[src/rtl/crypto_engine_stub.sv]
// Behavioural AHB-lite stand-in for a crypto engine: register map, fixed-latency
// operation FSM with deterministic results, busy flag and level interrupts.
module crypto_engine_stub #(
  parameter int          AHB_ADDR_WIDTH = 32,
  parameter int          AHB_DATA_WIDTH = 32,
  parameter int          NUM_WORDS      = 12,
  parameter int          LATENCY        = 8,
  parameter logic [31:0] ID_VALUE       = 32'h4543_4331
) (
  input  logic                      clk,
  input  logic                      reset,
  input  logic [AHB_ADDR_WIDTH-1:0] haddr_i,
  input  logic [AHB_DATA_WIDTH-1:0] hwdata_i,
  input  logic                      hsel_i,
  input  logic                      hwrite_i,
  input  logic                      hready_i,
  input  logic [1:0]                htrans_i,
  input  logic [2:0]                hsize_i,
  output logic                      hresp_o,
  output logic                      hreadyout_o,
  output logic [AHB_DATA_WIDTH-1:0] hrdata_o,
  output logic                      busy_o,
  output logic                      error_intr,
  output logic                      notif_intr
);

  localparam int             CNT_W    = (LATENCY > 1) ? $clog2(LATENCY) : 1;
  localparam logic [CNT_W-1:0] CNT_LOAD = CNT_W'(LATENCY - 1);

  generate
    if (AHB_DATA_WIDTH != 32) begin : g_bad_data_width
      $error("crypto_engine_stub: AHB_DATA_WIDTH must be 32");
    end
    if (NUM_WORDS < 1 || NUM_WORDS > 16) begin : g_bad_num_words
      $error("crypto_engine_stub: NUM_WORDS must be 1..16");
    end
    if (LATENCY < 1) begin : g_bad_latency
      $error("crypto_engine_stub: LATENCY must be >= 1");
    end
    if (AHB_ADDR_WIDTH <= 8) begin : g_bad_addr_width
      $error("crypto_engine_stub: AHB_ADDR_WIDTH must exceed 8");
    end
  endgenerate

  typedef enum logic {ST_IDLE, ST_BUSY} state_t;

  state_t           state_q, state_d;
  logic [CNT_W-1:0] cnt_q, cnt_d;
  logic [1:0]       cmd_q, cmd_d;
  logic             valid_q, valid_d;
  logic [1:0]       sts_q, sts_d;
  logic [1:0]       en_q, en_d;
  logic [31:0]      din_q  [NUM_WORDS];
  logic [31:0]      din_d  [NUM_WORDS];
  logic [31:0]      dout_q [NUM_WORDS];
  logic [31:0]      dout_d [NUM_WORDS];

  // Registered AHB address phase, plus the second cycle of an ERROR response.
  logic             dp_q, dp_d;
  logic [7:0]       addr_q, addr_d;
  logic             write_q, write_d;
  logic             size_ok_q, size_ok_d;
  logic             err2_q, err2_d;

  logic [31:0] wdata;
  logic [3:0]  idx;
  logic        in_range, word_aligned;
  logic        is_name, is_ctrl, is_status, is_sts, is_en, is_din, is_dout;
  logic        bad, wr_en, rd_en;
  logic [1:0]  set_sts, w1c;
  logic [31:0] rdata;
  logic        unused_bits;

  assign wdata        = hwdata_i[31:0];
  assign unused_bits  = ^{haddr_i[AHB_ADDR_WIDTH-1:8], htrans_i[0]};

  assign idx          = addr_q[5:2];
  assign in_range     = ({1'b0, idx} < 5'(NUM_WORDS));
  assign word_aligned = (addr_q[1:0] == 2'b00);
  assign is_name      = (addr_q == 8'h00);
  assign is_ctrl      = (addr_q == 8'h04);
  assign is_status    = (addr_q == 8'h08);
  assign is_sts       = (addr_q == 8'h0C);
  assign is_en        = (addr_q == 8'h10);
  assign is_din       = (addr_q[7:6] == 2'b01) && word_aligned && in_range;
  assign is_dout      = (addr_q[7:6] == 2'b10) && word_aligned && in_range;
  assign bad          = !(is_name || is_ctrl || is_status || is_sts || is_en || is_din || is_dout)
                        || !size_ok_q;
  assign wr_en        = dp_q && !bad && write_q;
  assign rd_en        = dp_q && !bad && !write_q;

  assign hresp_o      = (dp_q && bad) || err2_q;
  assign hreadyout_o  = !(dp_q && bad);
  assign hrdata_o     = rdata;
  assign busy_o       = (state_q == ST_BUSY);
  assign error_intr   = sts_q[1] & en_q[1];
  assign notif_intr   = sts_q[0] & en_q[0];

  always_comb begin
    rdata = 32'h0;
    if (rd_en) begin
      if (is_name)   rdata = ID_VALUE;
      if (is_status) rdata = {30'h0, valid_q, (state_q == ST_IDLE)};
      if (is_sts)    rdata = {30'h0, sts_q};
      if (is_en)     rdata = {30'h0, en_q};
      for (int i = 0; i < NUM_WORDS; i++) begin
        if (is_din  && idx == 4'(i)) rdata = din_q[i];
        if (is_dout && idx == 4'(i)) rdata = dout_q[i];
      end
    end
  end

  always_comb begin
    state_d   = state_q;
    cnt_d     = cnt_q;
    cmd_d     = cmd_q;
    valid_d   = valid_q;
    en_d      = en_q;
    din_d     = din_q;
    dout_d    = dout_q;
    set_sts   = 2'b00;
    w1c       = 2'b00;
    dp_d      = hsel_i && hready_i && htrans_i[1];
    addr_d    = addr_q;
    write_d   = write_q;
    size_ok_d = size_ok_q;
    err2_d    = dp_q && bad;

    if (dp_d) begin
      addr_d    = haddr_i[7:0];
      write_d   = hwrite_i;
      size_ok_d = (hsize_i == 3'b010);
    end

    // Operation progress first, so a same-cycle zeroize can override completion.
    if (state_q == ST_BUSY) begin
      if (cnt_q == '0) begin
        state_d    = ST_IDLE;
        valid_d    = 1'b1;
        set_sts[0] = 1'b1;
        for (int i = 0; i < NUM_WORDS; i++) begin
          case (cmd_q)
            2'd1:    dout_d[i] = ~din_q[i];
            2'd2:    dout_d[i] = {din_q[i][30:0], din_q[i][31]};
            default: dout_d[i] = din_q[i];
          endcase
        end
      end else begin
        cnt_d = cnt_q - 1'b1;
      end
    end

    if (wr_en && is_ctrl) begin
      if (wdata[2]) begin
        state_d    = ST_IDLE;
        valid_d    = 1'b0;
        set_sts[0] = 1'b0;
        for (int i = 0; i < NUM_WORDS; i++) begin
          din_d[i]  = 32'h0;
          dout_d[i] = 32'h0;
        end
      end else if (wdata[1:0] != 2'd0) begin
        if (state_q == ST_IDLE) begin
          state_d = ST_BUSY;
          cmd_d   = wdata[1:0];
          cnt_d   = CNT_LOAD;
          valid_d = 1'b0;
        end else begin
          set_sts[1] = 1'b1;
        end
      end
    end

    if (wr_en && is_din) begin
      if (state_q == ST_BUSY) begin
        set_sts[1] = 1'b1;
      end else begin
        for (int i = 0; i < NUM_WORDS; i++) begin
          if (idx == 4'(i)) din_d[i] = wdata;
        end
      end
    end

    if (wr_en && is_sts) w1c  = wdata[1:0];
    if (wr_en && is_en)  en_d = wdata[1:0];

    sts_d = (sts_q & ~w1c) | set_sts;
  end

  always_ff @(posedge clk) begin
    if (reset) begin
      state_q   <= ST_IDLE;
      cnt_q     <= '0;
      cmd_q     <= 2'd0;
      valid_q   <= 1'b0;
      sts_q     <= 2'b00;
      en_q      <= 2'b00;
      din_q     <= '{default: '0};
      dout_q    <= '{default: '0};
      dp_q      <= 1'b0;
      addr_q    <= 8'h0;
      write_q   <= 1'b0;
      size_ok_q <= 1'b0;
      err2_q    <= 1'b0;
    end else begin
      state_q   <= state_d;
      cnt_q     <= cnt_d;
      cmd_q     <= cmd_d;
      valid_q   <= valid_d;
      sts_q     <= sts_d;
      en_q      <= en_d;
      din_q     <= din_d;
      dout_q    <= dout_d;
      dp_q      <= dp_d;
      addr_q    <= addr_d;
      write_q   <= write_d;
      size_ok_q <= size_ok_d;
      err2_q    <= err2_d;
    end
  end

endmodule
[config.mk]
export PLATFORM = sky130hd
export DESIGN_NAME = crypto_engine_stub
export DESIGN_NICKNAME = d
export VERILOG_FILES = /design/src/rtl/crypto_engine_stub.sv
export SDC_FILE = /design/constraint.sdc
export NUM_CORES = 2
export LEC_CHECK = 0
export BUFFER_PORTS_ARGS = -buffer_cell sky130_fd_sc_hd__clkbuf_2
export CAP_MARGIN = 10
export CORE_ASPECT_RATIO = 1.5
export CORE_MARGIN = 10
export CORE_UTILIZATION = 40
export CTS_CLUSTER_SIZE = 16
export DETAILED_ROUTE_END_ITERATION = 8
export PLACE_DENSITY_LB_ADDON = 0.2
export SLEW_MARGIN = 25
export SYNTH_ARGS = -nofsm -noshare
export SYNTH_HDL_FRONTEND = slang
export SYNTH_SLANG_ARGS = --single-unit
[constraint.sdc]
create_clock -name clk -period 3.1 [get_ports clk]
set_input_delay 0.465 -clock clk [delete_from_list [all_inputs] [get_ports clk]]
set_output_delay 0.465 -clock clk [all_outputs]
set_load 0.01 [all_outputs]
# [Word-level counts from Yosys, hierarchy flattened]
# Cells that the tools add are included.
[classes] bitwise_logic=19 n_lt_le_gt_ge=1 mux=89 reduce_logical=57 addsub=1 n_eq_ne=20
[op_table] operator="$mux W384" n=8
[op_table] operator="$mux W32" n=39
[op_table] operator="$pmux W32 S2" n=12
[op_table] operator="$not A32 Y32" n=12
[op_table] operator="$mux W31" n=2
[op_table] operator="$logic_and A1 B1 Y1" n=38
[op_table] operator="$mux W1" n=20
[op_table] operator="$mux W3" n=6
[op_table] operator="$eq A4 B3 Y1 const B" n=4
[op_table] operator="$eq A4 B4 Y1 const B" n=4
[op_table] operator="$eq A8 B4 Y1 const B" n=2
[op_table] operator="$eq A4 B2 Y1 const B" n=2
[op_table] operator="$eq A8 B3 Y1 const B" n=1
[op_table] operator="$eq A8 B5 Y1 const B" n=1
[op_table] operator="$logic_not A8 Y1" n=1
[op_table] operator="$logic_or A1 B1 Y1" n=8
[op_table] operator="$logic_not A1 Y1" n=5
[op_table] operator="$eq A2 B1 Y1 const B" n=2
[op_table] operator="$eq A2 B2 Y1 const B" n=2
[op_table] operator="$eq A4 B1 Y1 const B" n=1
[op_table] operator="$logic_not A4 Y1" n=1
[op_table] operator="$lt A4 B4 Y1 const B" n=1
[op_table] operator="$mux W2" n=2
[op_table] operator="$reduce_and A4 Y1" n=1
[op_table] operator="10 further kinds" n=12
[totals] out_inout_bits=37 elab_cells=222 ff_bits=791 inputBits=74

# [Logic depth before layout (Yosys ltp)]
[logic_depth] word_depth=30 mapped_depth=12 ltp_nobuf=7

# [Least setup slack after synthesis]
# Ideal clock, no wire load.
[synth_timing] path_kind="register -> output" startpoint="reg addr_q[1]" endpoint="out hrdata_o[30]" path_slack_ns=0.037 arrival_ns=2.598 required_time_ns=2.635 path_buffers=3 stages_incl_launch_ff=10 cell_sequence="dfxtp_1 > clkbuf_1 > or4b_1 > clkbuf_1 > nor2_1 > clkbuf_1 > a2111oi_0 > o2111ai_1 > a211oi_1 > a2111oi_0"
[synth_between] elab_chain_cells=30 elab_cells_between_ends=74 cone_classes="eq/ne (4); mux (29); reduce/logical (41)"
[synth_lines] item="from (decl)" line="60" source="logic [7:0] addr_q, addr_d;"
[synth_lines] item="from (signal assigned)" line="215" source="addr_q <= addr_d;"
[synth_lines] item="$logic_not A8 Y1" line="80" source="assign is_name = (addr_q == 8'h00);"
[synth_lines] item="$mux W31" line="102" source="if (is_name) rdata = ID_VALUE;"
[synth_lines] item="$mux W31" line="103" source="if (is_status) rdata = {30'h0, valid_q, (state_q == ST_IDLE)};"
[synth_lines] item="$mux W32" line="104" source="if (is_sts) rdata = {30'h0, sts_q};"
[synth_lines] item="$mux W32" line="105" source="if (is_en) rdata = {30'h0, en_q};"
[synth_lines] item="$mux W32" line="107" source="if (is_din && idx == 4'(i)) rdata = din_q[i];"
[synth_lines] item="$mux W32" line="108" source="if (is_dout && idx == 4'(i)) rdata = dout_q[i];"
[synth_lines] item="$mux W32" line="107"
[synth_lines] item="[... 14 more ...]"
[synth_lines] item="$mux W32" line="108"
[synth_lines] item="$mux W32" line="107"
[synth_lines] item="$mux W32" line="108"
[synth_lines] item="$mux W32" line="107"
[synth_lines] item="$mux W32" line="108"
[synth_lines] item="$mux W32" line="107"
[synth_lines] item="$mux W32" line="108"
[synth_lines] item="$mux W32 *" line="101" source="if (rd_en) begin"
[synth_lines] item="to (decl)" line="21" source="output logic [AHB_DATA_WIDTH-1:0] hrdata_o,"
# Every way passes the cells marked *; elsewhere a longest branch is shown, timed or not.

# [Final worst setup path]
[layout_timing] startpoint="reg addr_q[6]" endpoint="out hrdata_o[31]"
[layout_between] elab_chain_cells=29 elab_cells_between_ends=72 cone_classes="eq/ne (6); mux (26); reduce/logical (40)"
[layout_lines] item="$eq A2 B1 Y1" line="85" source="assign is_din = (addr_q[7:6] == 2'b01) && word_aligned && in_range;"
[layout_lines] item="$logic_and A1 B1 Y1 (2 in a row)" line="85"
[layout_lines] item="$logic_and A1 B1 Y1" line="107"
[layout_lines] item="$mux W32" line="107"
[layout_lines] item="$mux W32" line="108"
[layout_lines] item="$mux W32" line="107"
[layout_lines] item="$mux W32" line="108"
[layout_lines] item="$mux W32" line="107"
[layout_lines] item="[... 12 more ...]"
[layout_lines] item="$mux W32" line="108"
[layout_lines] item="$mux W32" line="107"
[layout_lines] item="$mux W32" line="108"
[layout_lines] item="$mux W32" line="107"
[layout_lines] item="$mux W32" line="108"
[layout_lines] item="$mux W32" line="107"
[layout_lines] item="$mux W32" line="108"
[layout_lines] item="$mux W32 *" line="101"
# Marked as above.

==> results.py <==
metrics = {
    "finish": {
        "nNetsFinal": 5364,
        "layout.cells.non_filler": 6630,
        "register_area_um2": 15900,
        "area_growth_pct": 30.2,
        "multi_input_area_um2": 21600,
        "drive_gt1_frac": 0.224,
        "fillers": 9136,
    },
    "worst_hold_path": {
        "hp-start": "hsize_i[1]",
        "hold_depth": 3,
        "holdPathEnd": "size_ok_q",
        "hp-class": "input pin to register",
    },
    "drt": {
        "ant_nets": 0,
        "drt_iter0_drc": 5617,
        "wl_um": 193000,
        "wl_per_cell_um": 29.1,
        "avgViaCountPerCell": 6.53,
        "drc": 0,
        "dr_total_vias": 43308,
        "firstDrtPassIters": 7,
    },
    "floorplan": {
        "io_pins": 111,
        "fp.dieW_um": 275,
        "start_util": 0.403,
        "die_area_um2": 111000,
        "core_um2": 97000,
        "die_h_um": 403,
        "placementRows": 140,
    },
    "synthesis": {
        "synth_cell_types": 76,
        "synth_seq_cells": 791,
        "yosys-top-cells-area": "dfxtp_1 41%, a221oi_1 10%, a211oi_1 7.6%",
        "synthTopCellsByCount": "791 x dfxtp_1, 508 x nand2_1, 479 x a21oi_1",
        "ys_seq_area_frac": 0.405,
        "synth_top_area_frac": 0.405,
        "mappedNetlistArea_um2": 39100,
        "yosys.area.top_type": "dfxtp_1",
        "syn-num-nets": 5072,
        "yosys_warnings": 0,
        "syn_inst": 4994,
        "synth.avg_cell_area_um2": 7.83,
        "synth_ff_type": "dfxtp_1",
        "synth_edf_count": 0,
        "async_flop_share": 0,
        "yosysMostFrequentCell": "dfxtp_1",
    },
    "timing": {
        "finalSetupViolCount": 32,
        "tightest_slew_ns": 1.07,
        "min_period_over_period": 1.31,
        "grt_setup_unrepaired": "true",
        "finalHoldViolations": 0,
        "worst_slack_ns": -0.949,
        "skew_ns": 0.0236,
        "slew_violations": 0,
        "hold_ws_ns": 0.0335,
        "layout_min_cycle_time_ns": 4.05,
        "relSlewSlack": 0.287,
        "fmax_ghz": 0.247,
        "tns_ns": -24.68,
    },
    "worst_setup_path": {
        "r2r-end": "din_q[168]",
        "crit_arrival_ns": 3.58,
        "setup.worst_path.end_class": "output pin",
        "worstSetupStartpointType": "register",
        "critical_path_class": "register to output pin",
        "crit_fanout": 8,
        "ff2ff_setup_slack_ns": 0.09,
        "reg2regPathDepth": 12,
        "crit_required_ns": 2.63,
        "crit_start": "addr_q[6]",
        "r2r-start": "addr_q[4]",
    },
    "job": {
        "cap_violations": 0,
    },
    "run_status": {
        "status": "complete, but fails checks",
        "violations": "setup timing",
    },
    "placement": {
        "dp_slack_ns": -0.912,
        "placed_cells": 6366,
        "dp_hpwl_um": 135000,
        "io_buffers": 85,
        "gp_congestion": 0.996,
    },
    "clock_network": {
        "cts_buffer_depth": 3,
        "cts.clk_slew.worst_paths_ns": 0.06,
        "numCtsBuffers": 82,
        "cts.sinks": 791,
        "clock-root-buffer": "clkbuf_16",
        "cts_tree": "yes",
        "clkLatencyLatePin_ns": 0.71,
        "cts_max_level": 3,
    },
    "grt": {
        "grt_pass1_vias": 39875,
        "grt_pass1_wl_um": 278000,
        "gr-total-overflow": 0,
        "antenna_found_initial": 4,
        "grt_max_degree": 140,
        "grtUsageTotal": 0.333,
    },
    "power_and_ir_drop": {
        "total_power_w": 0.0218,
        "ir_drop_mv": 0.449,
        "p_leak_nw": 17.2,
        "powerDensity_nw_per_um2": 427,
    },
}
[critical path, stage by stage (launching register included)]
cell and delay, ns:
dfxtp_4 0.35, or4b_4 0.68, nor2_4 0.14, buf_4 0.16
buf_4 0.15, a22oi_1 0.09, and3_1 0.21, a21oi_2 0.22
a2111oi_0 0.10, buf_4 0.17, nor4_4 0.28, buf_4 0.20
clkbuf_2 0.13
[timing repair]
action / 4_1_cts / 5_1_grt
setup buffers: 65 / 59
setup endpoints to repair: 34 / 36
pin swaps: 131 / 128
resized for setup: 386 / 213
hold buffers: 1 / 0
endpoints found under the hold margin: 1 / 0
cloned: 5 / 3
[cells in the final DEF (no fill, tap or decap), drive strengths merged, types with 7 or more instances in the layout]
master | Yosys | routed
a2111oi | 15 | 15
a211oi | 396 | 396
a21oi | 481 | 481
a221o | 10 | 10
a221oi | 448 | 448
a222oi | 30 | 30
a22o | 19 | 19
a22oi | 116 | 116
a31oi | 31 | 31
and2 | 8 | 8
and3 | 10 | 10
buf | 134 | 682
clkbuf | 404 | 177
clkinv | 0 | 18
dfxtp | 791 | 791
diode | 0 | 7
inv | 393 | 395
nand2 | 508 | 508
nand2b | 35 | 35
nand3 | 32 | 32
nand4 | 9 | 9
nor2 | 449 | 449
nor3 | 16 | 16
nor4b | 7 | 7
o2111ai | 13 | 13
o211ai | 19 | 19
o21ai | 458 | 458
o221ai | 27 | 27
o22ai | 44 | 44
or4 | 8 | 8
[worst max-delay path by stage]
stage	endpoint	slack, ns	depth (start not counted)
global placement	hrdata_o[31]	-0.99	12
detailed placement	hrdata_o[0]	-0.91	14
finish	hrdata_o[31]	-0.95	12
floorplan	hrdata_o[30]	0.04	9
global route	hrdata_o[31]	-0.96	12
CTS	hrdata_o[27]	-0.87	11
[cells by family after synthesis]
group	after synthesis	share of synthesized area
buffers and inverters	931	0.0988
AO/OA/AOI/OAI	2143	0.371
flip-flops	791	0.405
adder cells (fa/ha/maj)	4	0.00128
XOR/XNOR	1	0.000224
multiplexers	9	0.00326
AND/OR/NAND/NOR	1115	0.120
[sequential cells by signal, summed over array words and instances, names as in the netlist]
signal / flops
busy_o: 1
dp_q: 1
valid_q: 1
write_q: 1
cnt_q: 3
din_q: 384
en_q: 2
err2_q: 1
size_ok_q: 1
addr_q: 8
cmd_q: 2
sts_q: 2
dout_q: 384
[final cells by class]
class                   count  share of cell area
repair buffers            746               0.151
inverters                 393              0.0290
multi-input cells        3272               0.424
flip-flops and latches    791               0.311
clock inverters            29             0.00676
diodes                      7            0.000344
clock buffers             114              0.0464
well taps                1278              0.0314
[report_power, final]
part           internal (W)  switching (W)
clock               0.00569        0.00457
sequential           0.0102     0.00000693
combinational      0.000461       0.000864
total                0.0163        0.00544
[metrics by stage]
step	util	cell area [um^2]
floorplan	-	39100
global placement	0.458	44400
detailed placement	0.458	44400
CTS	0.510	49500
global route	0.524	50900
finish	0.525	50900
[per-layer routing]
| layer | vias to the layer above | GRT usage | wire length, um |
|---|---|---|---|
| met5 | - | 0 | 0 |
| met1 | 20907 | 0.398 | 70900 |
| li1 | 19080 | - | - |
| met2 | 2642 | 0.532 | 88500 |
| met3 | 679 | 0.0604 | 17300 |
| met4 | 0 | 0.238 | 16000 |
Power figures use the tool's default switching activity.
